===== src/rtl/fetch_pkg.sv =====
// Shared definitions for the fetch front end: FSM states and PC stepping constants.
package fetch_pkg;

    typedef enum logic [1:0] {
        StIdle = 2'd0,
        StRun  = 2'd1,
        StHalt = 2'd2
    } fetch_state_t;

    // Byte distance between consecutive instruction words.
    localparam int unsigned PC_STEP = 4;

    // Clears the two byte-offset bits; sliced down to the PC width at use sites.
    localparam logic [63:0] PC_ALIGN_MASK = ~64'(3);

endpackage


===== src/rtl/fetch_pc_gen_if.sv =====
// Ready/valid enqueue channel between the PC generator and the fetch queue.
interface fetch_pc_gen_if #(
    parameter int unsigned PC_WIDTH = 32
) ();

    logic                enq_valid;
    logic [PC_WIDTH-1:0] enq_data;
    logic                enq_ready;

    modport master (
        output enq_valid,
        output enq_data,
        input  enq_ready
    );

    modport slave (
        input  enq_valid,
        input  enq_data,
        output enq_ready
    );

endinterface


===== src/rtl/up_counter.sv =====
// Wrapping up-counter with synchronous clear (priority) and count enable.
module up_counter #(
    parameter int unsigned WIDTH = 16
) (
    input  logic             clk,
    input  logic             rst,
    input  logic             i_clr,
    input  logic             i_en,
    output logic [WIDTH-1:0] o_count
);

    logic [WIDTH-1:0] r_count;
    logic [WIDTH-1:0] w_count_next;

    // Next count: clear wins over enable; natural wrap at 2^WIDTH.
    always_comb begin
        w_count_next = r_count;
        if (i_clr) begin
            w_count_next = '0;
        end else if (i_en) begin
            w_count_next = r_count + WIDTH'(1);
        end
    end

    // Count register with asynchronous reset.
    always_ff @(posedge clk or posedge rst) begin
        if (rst) begin
            r_count <= '0;
        end else begin
            r_count <= w_count_next;
        end
    end

    assign o_count = r_count;

endmodule


===== src/rtl/fetch_pc_gen.sv =====
// Sequential word-aligned PC generator feeding the fetch queue over ready/valid,
// with redirect, halt and synchronous init support.
module fetch_pc_gen
    import fetch_pkg::*;
#(
    parameter int unsigned         PC_WIDTH    = 32,
    parameter logic [PC_WIDTH-1:0] RESET_PC    = '0,
    parameter int unsigned         COUNT_WIDTH = 16
) (
    input  logic                   clk,
    input  logic                   rst_aH,
    input  logic                   start,
    input  logic                   halt,
    input  logic                   redirect_valid,
    input  logic [PC_WIDTH-1:0]    redirect_pc,
    fetch_pc_gen_if.master         enq,
    output logic [COUNT_WIDTH-1:0] issued_count,
    output logic [1:0]             state,
    input  logic                   init,
    input  logic [PC_WIDTH-1:0]    init_pc_state
);

    localparam logic [PC_WIDTH-1:0] AlignMask = PC_ALIGN_MASK[PC_WIDTH-1:0];

    fetch_state_t        r_state;
    fetch_state_t        w_state_next;
    logic [PC_WIDTH-1:0] r_pc;
    logic [PC_WIDTH-1:0] w_pc_next;
    logic                w_valid;
    logic                w_hs;

    // Offer depends only on state and redirect; enq_ready never reaches an output.
    assign w_valid       = (r_state == StRun) && !redirect_valid;
    assign w_hs          = w_valid && enq.enq_ready;
    assign enq.enq_valid = w_valid;
    assign enq.enq_data  = r_pc;
    assign state         = r_state;

    // Next PC and state: init, then redirect, then normal handshake/FSM flow.
    always_comb begin
        w_state_next = r_state;
        w_pc_next    = r_pc;
        if (init) begin
            w_pc_next    = init_pc_state & AlignMask;
            w_state_next = StRun;
        end else if (redirect_valid) begin
            // Redirect keeps the state; the offer is suppressed this cycle.
            w_pc_next = redirect_pc & AlignMask;
        end else begin
            if (w_hs) begin
                w_pc_next = r_pc + PC_WIDTH'(PC_STEP);
            end
            unique case (r_state)
                StIdle: if (start) w_state_next = StRun;
                // Halt only takes effect once the pending offer has been accepted.
                StRun:  if (halt && w_hs) w_state_next = StHalt;
                StHalt: if (!halt) w_state_next = StRun;
                default: w_state_next = StIdle;
            endcase
        end
    end

    // PC and FSM state registers.
    always_ff @(posedge clk or posedge rst_aH) begin
        if (rst_aH) begin
            r_state <= StIdle;
            r_pc    <= RESET_PC;
        end else begin
            r_state <= w_state_next;
            r_pc    <= w_pc_next;
        end
    end

    up_counter #(
        .WIDTH (COUNT_WIDTH)
    ) u_issued_cnt (
        .clk     (clk),
        .rst     (rst_aH),
        .i_clr   (init),
        .i_en    (w_hs),
        .o_count (issued_count)
    );

endmodule


===== src/flat_wrapper.sv =====
// flat-port wrapper written by rule: the top's interface ports become plain ports
module fetch_pc_gen_flat import fetch_pkg::*;
#(
    parameter int unsigned         PC_WIDTH    = 32,
    parameter logic [PC_WIDTH-1:0] RESET_PC    = '0,
    parameter int unsigned         COUNT_WIDTH = 16
)
  (clk, rst_aH, start, halt, redirect_valid, redirect_pc, issued_count, state, init, init_pc_state, enq_enq_valid, enq_enq_data, enq_enq_ready);
  fetch_pc_gen_if #(.PC_WIDTH(PC_WIDTH)) enq_i ();
  input  logic clk;
  input  logic rst_aH;
  input  logic start;
  input  logic halt;
  input  logic redirect_valid;
  input  logic [PC_WIDTH-1:0] redirect_pc;
  output logic [COUNT_WIDTH-1:0] issued_count;
  output logic [1:0] state;
  input  logic init;
  input  logic [PC_WIDTH-1:0] init_pc_state;
  output wire logic [$bits(enq_i.enq_valid)-1:0] enq_enq_valid;
  output wire logic [$bits(enq_i.enq_data)-1:0] enq_enq_data;
  input wire logic [$bits(enq_i.enq_ready)-1:0] enq_enq_ready;
  assign enq_enq_valid = enq_i.enq_valid;
  assign enq_enq_data = enq_i.enq_data;
  assign enq_i.enq_ready = enq_enq_ready;
  fetch_pc_gen #(.PC_WIDTH(PC_WIDTH), .RESET_PC(RESET_PC), .COUNT_WIDTH(COUNT_WIDTH)) u_core (.clk(clk), .rst_aH(rst_aH), .start(start), .halt(halt), .redirect_valid(redirect_valid), .redirect_pc(redirect_pc), .enq(enq_i), .issued_count(issued_count), .state(state), .init(init), .init_pc_state(init_pc_state));
endmodule

===== config.mk =====
export PLATFORM = sky130hd
export DESIGN_NAME = fetch_pc_gen_flat
export DESIGN_NICKNAME = d
export VERILOG_FILES = /design/src/rtl/fetch_pkg.sv /design/src/rtl/fetch_pc_gen_if.sv /design/src/rtl/up_counter.sv /design/src/rtl/fetch_pc_gen.sv /design/src/flat_wrapper.sv
export SDC_FILE = /design/constraint.sdc
export NUM_CORES = 1
export LEC_CHECK = 0
export ABC_AREA = 1
export BUFFER_PORTS_ARGS = -buffer_cell sky130_fd_sc_hd__buf_2
export CAP_MARGIN = 20
export CORE_MARGIN = 4
export CORE_UTILIZATION = 51
export CTS_CLUSTER_SIZE = 28
export DETAILED_ROUTE_END_ITERATION = 16
export GPL_TIMING_DRIVEN = 0
export PLACE_DENSITY_LB_ADDON = 0.08
export SLEW_MARGIN = 10
export SYNTH_ARGS = -nofsm -noshare
export SYNTH_HDL_FRONTEND = slang
export SYNTH_SLANG_ARGS = --single-unit

===== constraint.sdc =====
create_clock -name clk -period 1.9 [get_ports clk]
set_input_delay 0.095 -clock clk [delete_from_list [all_inputs] [get_ports clk]]
set_output_delay 0.095 -clock clk [all_outputs]
set_load 0.05 [all_outputs]

# Yosys cells after proc, flatten, opt, wreduce, memory -nomap -nowiden
# Cells that the tools add are included.
[classes] n_mul=0 order_cmp=0 shifts=0 mux=11 reduce_logical=8 n_eq_ne=6 div=0 n_bitwise=0 n_addsub=2
[ops] op="$mux 32" count=3
[ops] op="$add 32x3->32 const B" count=1
[ops] op="$mux 16" count=2
[ops] op="$add 16x1->16 const B" count=1
[ops] op="$mux 2" count=5
[ops] op="$ne 3x3->1 const B" count=3
[ops] op="$pmux 2 s3" count=1
[ops] op="$reduce_and 4->1" count=1
[ops] op="$logic_and 1x1->1" count=3
[ops] op="$reduce_bool 3->1" count=1
[ops] op="$eq 2x1->1 const B" count=1
[ops] op="$eq 2x2->1 const B" count=1
[ops] op="$logic_not 2->1" count=1
[ops] op="$ne 2x2->1 const B" count=1
[ops] op="$reduce_bool 2->1" count=1
[ops] op="$logic_not 1->1" count=1
[totals] wordCells=30 n_memories=0 reg_bits=50 rom_bits=0 latch_bits=0 inputBits=71 mem_bits_rw=0

# Longest topological paths before layout
[logic_depth] word_depth=8 mapped_depth=11

# Modules after synthesis
# From an unflattened synthesis, not the netlist that was laid out.
[unflattened] cells_unflattened=591 area_unflattened_um2=3758.6
[by_module_without_submodules] mod="fetch_pc_gen" area_per_inst_um2=2762.6 cells_each=462 instances=1
[by_module_without_submodules] mod="up_counter" area_per_inst_um2=996.0 cells_each=129 instances=1

# Worst setup path before layout
# Ideal clock, no wire load.
[synth_path] path_kind="register to register" start="register u_core.r_pc[3], in the netlist u_core.enq.enq_data[3]" end="register u_core.r_pc[22], in the netlist u_core.enq.enq_data[22]" path_buffers=0 arrival_ns=1.737 stages_incl_launch_ff=11 period_less_slack_ns=1.855 path_slack_ns=0.045 path_cell_list="dfrtp_1 > ha_1 > nand2_2 > nor2_4 > nand2_4 > nor2_4 > nand3_1 > nand3_1 > nand2_1 > nand2_1 > nand2_1"
[synth_between] elab_chain_cells=4
[synth_rtl] item="start: declaration" line="fetch_pc_gen.sv:27" text="logic [PC_WIDTH-1:0] r_pc;"
[synth_rtl] item="start signal: assignment" line="fetch_pc_gen.sv:70" text="r_pc <= w_pc_next;"
[synth_rtl] item="$add 32x3->32" line="fetch_pc_gen.sv:51" text="w_pc_next = r_pc + PC_WIDTH'(PC_STEP);"
[synth_rtl] item="$mux 32" line="fetch_pc_gen.sv:50" text="if (w_hs) begin"
[synth_rtl] item="$mux 32" line="fetch_pc_gen.sv:46" text="end else if (redirect_valid) begin"
[synth_rtl] item="$mux 32" line="fetch_pc_gen.sv:43" text="if (init) begin"
# No other way between the ends. The select of a mux whose other input is x is not followed.
# A chain may end at the register's enable or synchronous reset.

# Final worst setup path
[layout_path] start="register u_core.r_pc[2], in the netlist u_core.enq.enq_data[2]" end="register u_core.r_pc[22], in the netlist u_core.enq.enq_data[22]"
# The elaborated chain is that of the path after synthesis.

==> metrics.cfg <==
[final_layout]
nFillCells = 658
layout-drive-gt1-share = 0.236
area_growth_pct = 22.2
design_area_um2 = 4460
multi_input_area_um2 = 2150
antenna_cells = 0
regArea_um2 = 1200
layout.nets = 785

[sta]
hold_slack_ps = 37.8
finalClockSkew_ps = 6.64
hold_violations = 0
slew_headroom = 0.576
rsz0062_at_grt = false
finalSetupViolations = 0
worstMarginPinSlew_ps = 636
fmax_mhz = 589
slew_viol_final = 0
finalCritPeriodShare = 0.893
fin_ws_ps = 203
fin_crit_ps = 1700

[global_route]
grt_max_degree = 34
grt_pass1_vias = 3916
grt_use_total = 0.267
grt_pass1_wl_mm = 18.5
antenna_found_initial = 0
overflow = 0

[clock_tree]
post_cts_resized = 0
htreeDepth = 2
insertion_delay_ps = 310
clockBufferDepth = 2
cts_tree = done
cts_setup_buffers = 0
cts-root-buf = clkbuf_8
numCtsBuffers = 5
clock_sinks = 48
ctsHoldBuffers = 1
path_clk_slew_ps = 100

[detailed_routing]
firstDrtPassIters = 5
avgRoutedWirePerCell_um = 13.6
drtAntennaViolNets = 0
vias = 4210
avgViaCountPerCell = 5.21
drt_iter0_drc = 226
drt-total-wl_mm = 11.0
route.detailed.drc = 0

[power]
switchingPower_mw = 1.60
p_seq_frac = 0.393
leakage_nw = 2.27
ir_worst_vdd_uv = 866
sw_frac_of_total = 0.471
clkPwrFrac = 0.185
power_density_nw_per_um2 = 762
p_comb_frac = 0.422
p_int_mw = 1.80

[hold_path]
holdPathStages = 3
hp-class = in2reg

[synth]
postSynthCellCount = 587
seq_area_frac_synth = 0.329
synth_area_per_cell_um2 = 6.21
ys.flop_type = dfrtp_1
synthArstFlopShare = 1.00
ys_types = 34
ys_seq_elements = 48
yosys_warnings = 0
synth_area_um2 = 3650
synth_edf_count = 0

[worst_setup_path]
cpMaxStageDelayCell = dfrtp_1
crit_chain = ha_1, nand2_2, nor2_4, nand2_4, nor2_4, nand3_1, nand3_1, nand2_1, nand2_1, nand2_1
critPathMaxStageDelay_ps = 430
arrival_ps = 1910
startpoint_type = register
crit_top_cell = nand2_1
critPathRequiredTime_ps = 2120
crit_type = reg2reg
r2r.worst_path.cells = 10
critPathMaxFanout = 6
endpoint_kind = register

[place]
post-place-ws_ps = 203
dp_hpwl_mm = 8.49
gp_congestion = 0.902
io_buffers = 115
place_area_um2 = 4370

[die]
num_rows = 30
dieArea_um2 = 8570
die_y_um = 92.6
start_util = 0.531
die_w_um = 92.6
core_um2 = 6870
io_pins = 122

[run_status]
status = completed

[job]
drv_cap = 0

worst max-delay path: cells and delay by family (launching register included):
family,cells,cell delay [ps]
adders and majority gates,1,240
DFF,1,430
and+or+nand+nor,9,920
final timing paths:
path                                         start                 endpoint  slack [ps]
setup / recovery            u_core.enq.enq_data[2]  u_core.enq.enq_data[22]         200
hold / removal                    init_pc_state[3]   u_core.enq.enq_data[3]          40
setup reg to reg            u_core.enq.enq_data[2]  u_core.enq.enq_data[22]         200
hold reg to reg            u_core.enq.enq_data[31]  u_core.enq.enq_data[31]         550
max in group asynchronous                   rst_aH   u_core.enq.enq_data[6]        1080
min in group asynchronous                   rst_aH  u_core.enq.enq_data[19]         300
cell usage after synthesis (all sizes together) (2+ instances only):
library cell | number | area [um2]
a31oi | 4 | 25.0
xnor2 | 5 | 43.8
buf | 16 | 105
nand4 | 5 | 46.3
o211ai | 3 | 22.5
nor3 | 7 | 45.0
nor2 | 113 | 487
inv | 45 | 169
dfrtp | 48 | 1200
o21ai | 24 | 120
or2 | 3 | 18.8
o21bai | 6 | 45.0
a21oi | 29 | 145
clkbuf | 6 | 22.5
o22ai | 2 | 12.5
nand3 | 48 | 240
nand2 | 216 | 838
ha | 2 | 25.0
flip-flops by register name (all words and copies together), names as in the netlist:
name	count
u_core.state	2
u_core.enq.enq_data	30
u_core.u_issued_cnt.o_count	16
stage by stage:
| step | cells | power [mW] | util | TNS, ps |
|---|---|---|---|---|
| global placement | 799 | 2.75 | 0.633 | -3850 |
| detailed placement | 800 | 2.78 | 0.636 | 0 |
| global route | 808 | 3.63 | 0.649 | 0 |
| finish | 808 | 3.40 | 0.649 | 0 |
| floorplan | 588 | 2.38 | - | 0 |
| CTS | 808 | 3.41 | 0.649 | 0 |
area by class of cell:
type | instances | share of cell area
buffer | 22 | 0.0286
clock buffer | 5 | 0.0154
clock inverter | 2 | 0.00281
inverter | 45 | 0.0379
multi-input combinational | 473 | 0.483
sequential | 48 | 0.269
tap | 96 | 0.0269
timing repair buffer | 117 | 0.136
power groups by stage:
stage          sequential [mW]  clock (mW)  combinational (mW)
3_5_place_dp              1.35           0                1.43
3_3_place_gp              1.35           0                1.40
2_1_floorplan             1.76           0               0.621
5_1_grt                   1.36       0.691                1.57
6_report                  1.34       0.628                1.43
4_1_cts                   1.33       0.639                1.43
placed cells by master (no fill, tap or decap), types with 2 or more instances in the layout:
cell type  count
clkbuf_8       5
buf_2        121
buf_1          2
o21ai_1        2
o21bai_1       6
nor2_1        98
nand2_4        2
nor2_4         5
conb_1         2
nand4_1        4
buf_4          6
a31oi_1        4
nand2_2        5
nand3_1       48
o21ai_0       22
ha_1           2
o211ai_1       3
nand2_1      209
nor3_2         2
nor2_2        10
inv_2          3
a21oi_1       29
inv_1         42
xnor2_1        5
dfrtp_1       48
clkbuf_1       6
or2_2          3
nor3_1         5
o22ai_1        2
buf_6          2
cell families after synthesis:
kind of cell,count (synthesis),synth area share
simple gates,393,0.461
compound gates,70,0.106
buf+inv,67,0.0813
flops,48,0.329
xor+xnor,6,0.0144
fa+ha+maj,2,0.00686
other cells,1,0.00103
routing by layer:
layer	vias to the layer above	global-route usage	wire length [um]
met2	187	0.421	4720
met4	0	0.0767	195
met5	-	0	0
li1	2102	-	-
met1	1906	0.370	5030
met3	15	0.0577	1040
No activity file was read; power rests on OpenSTA's default activity.
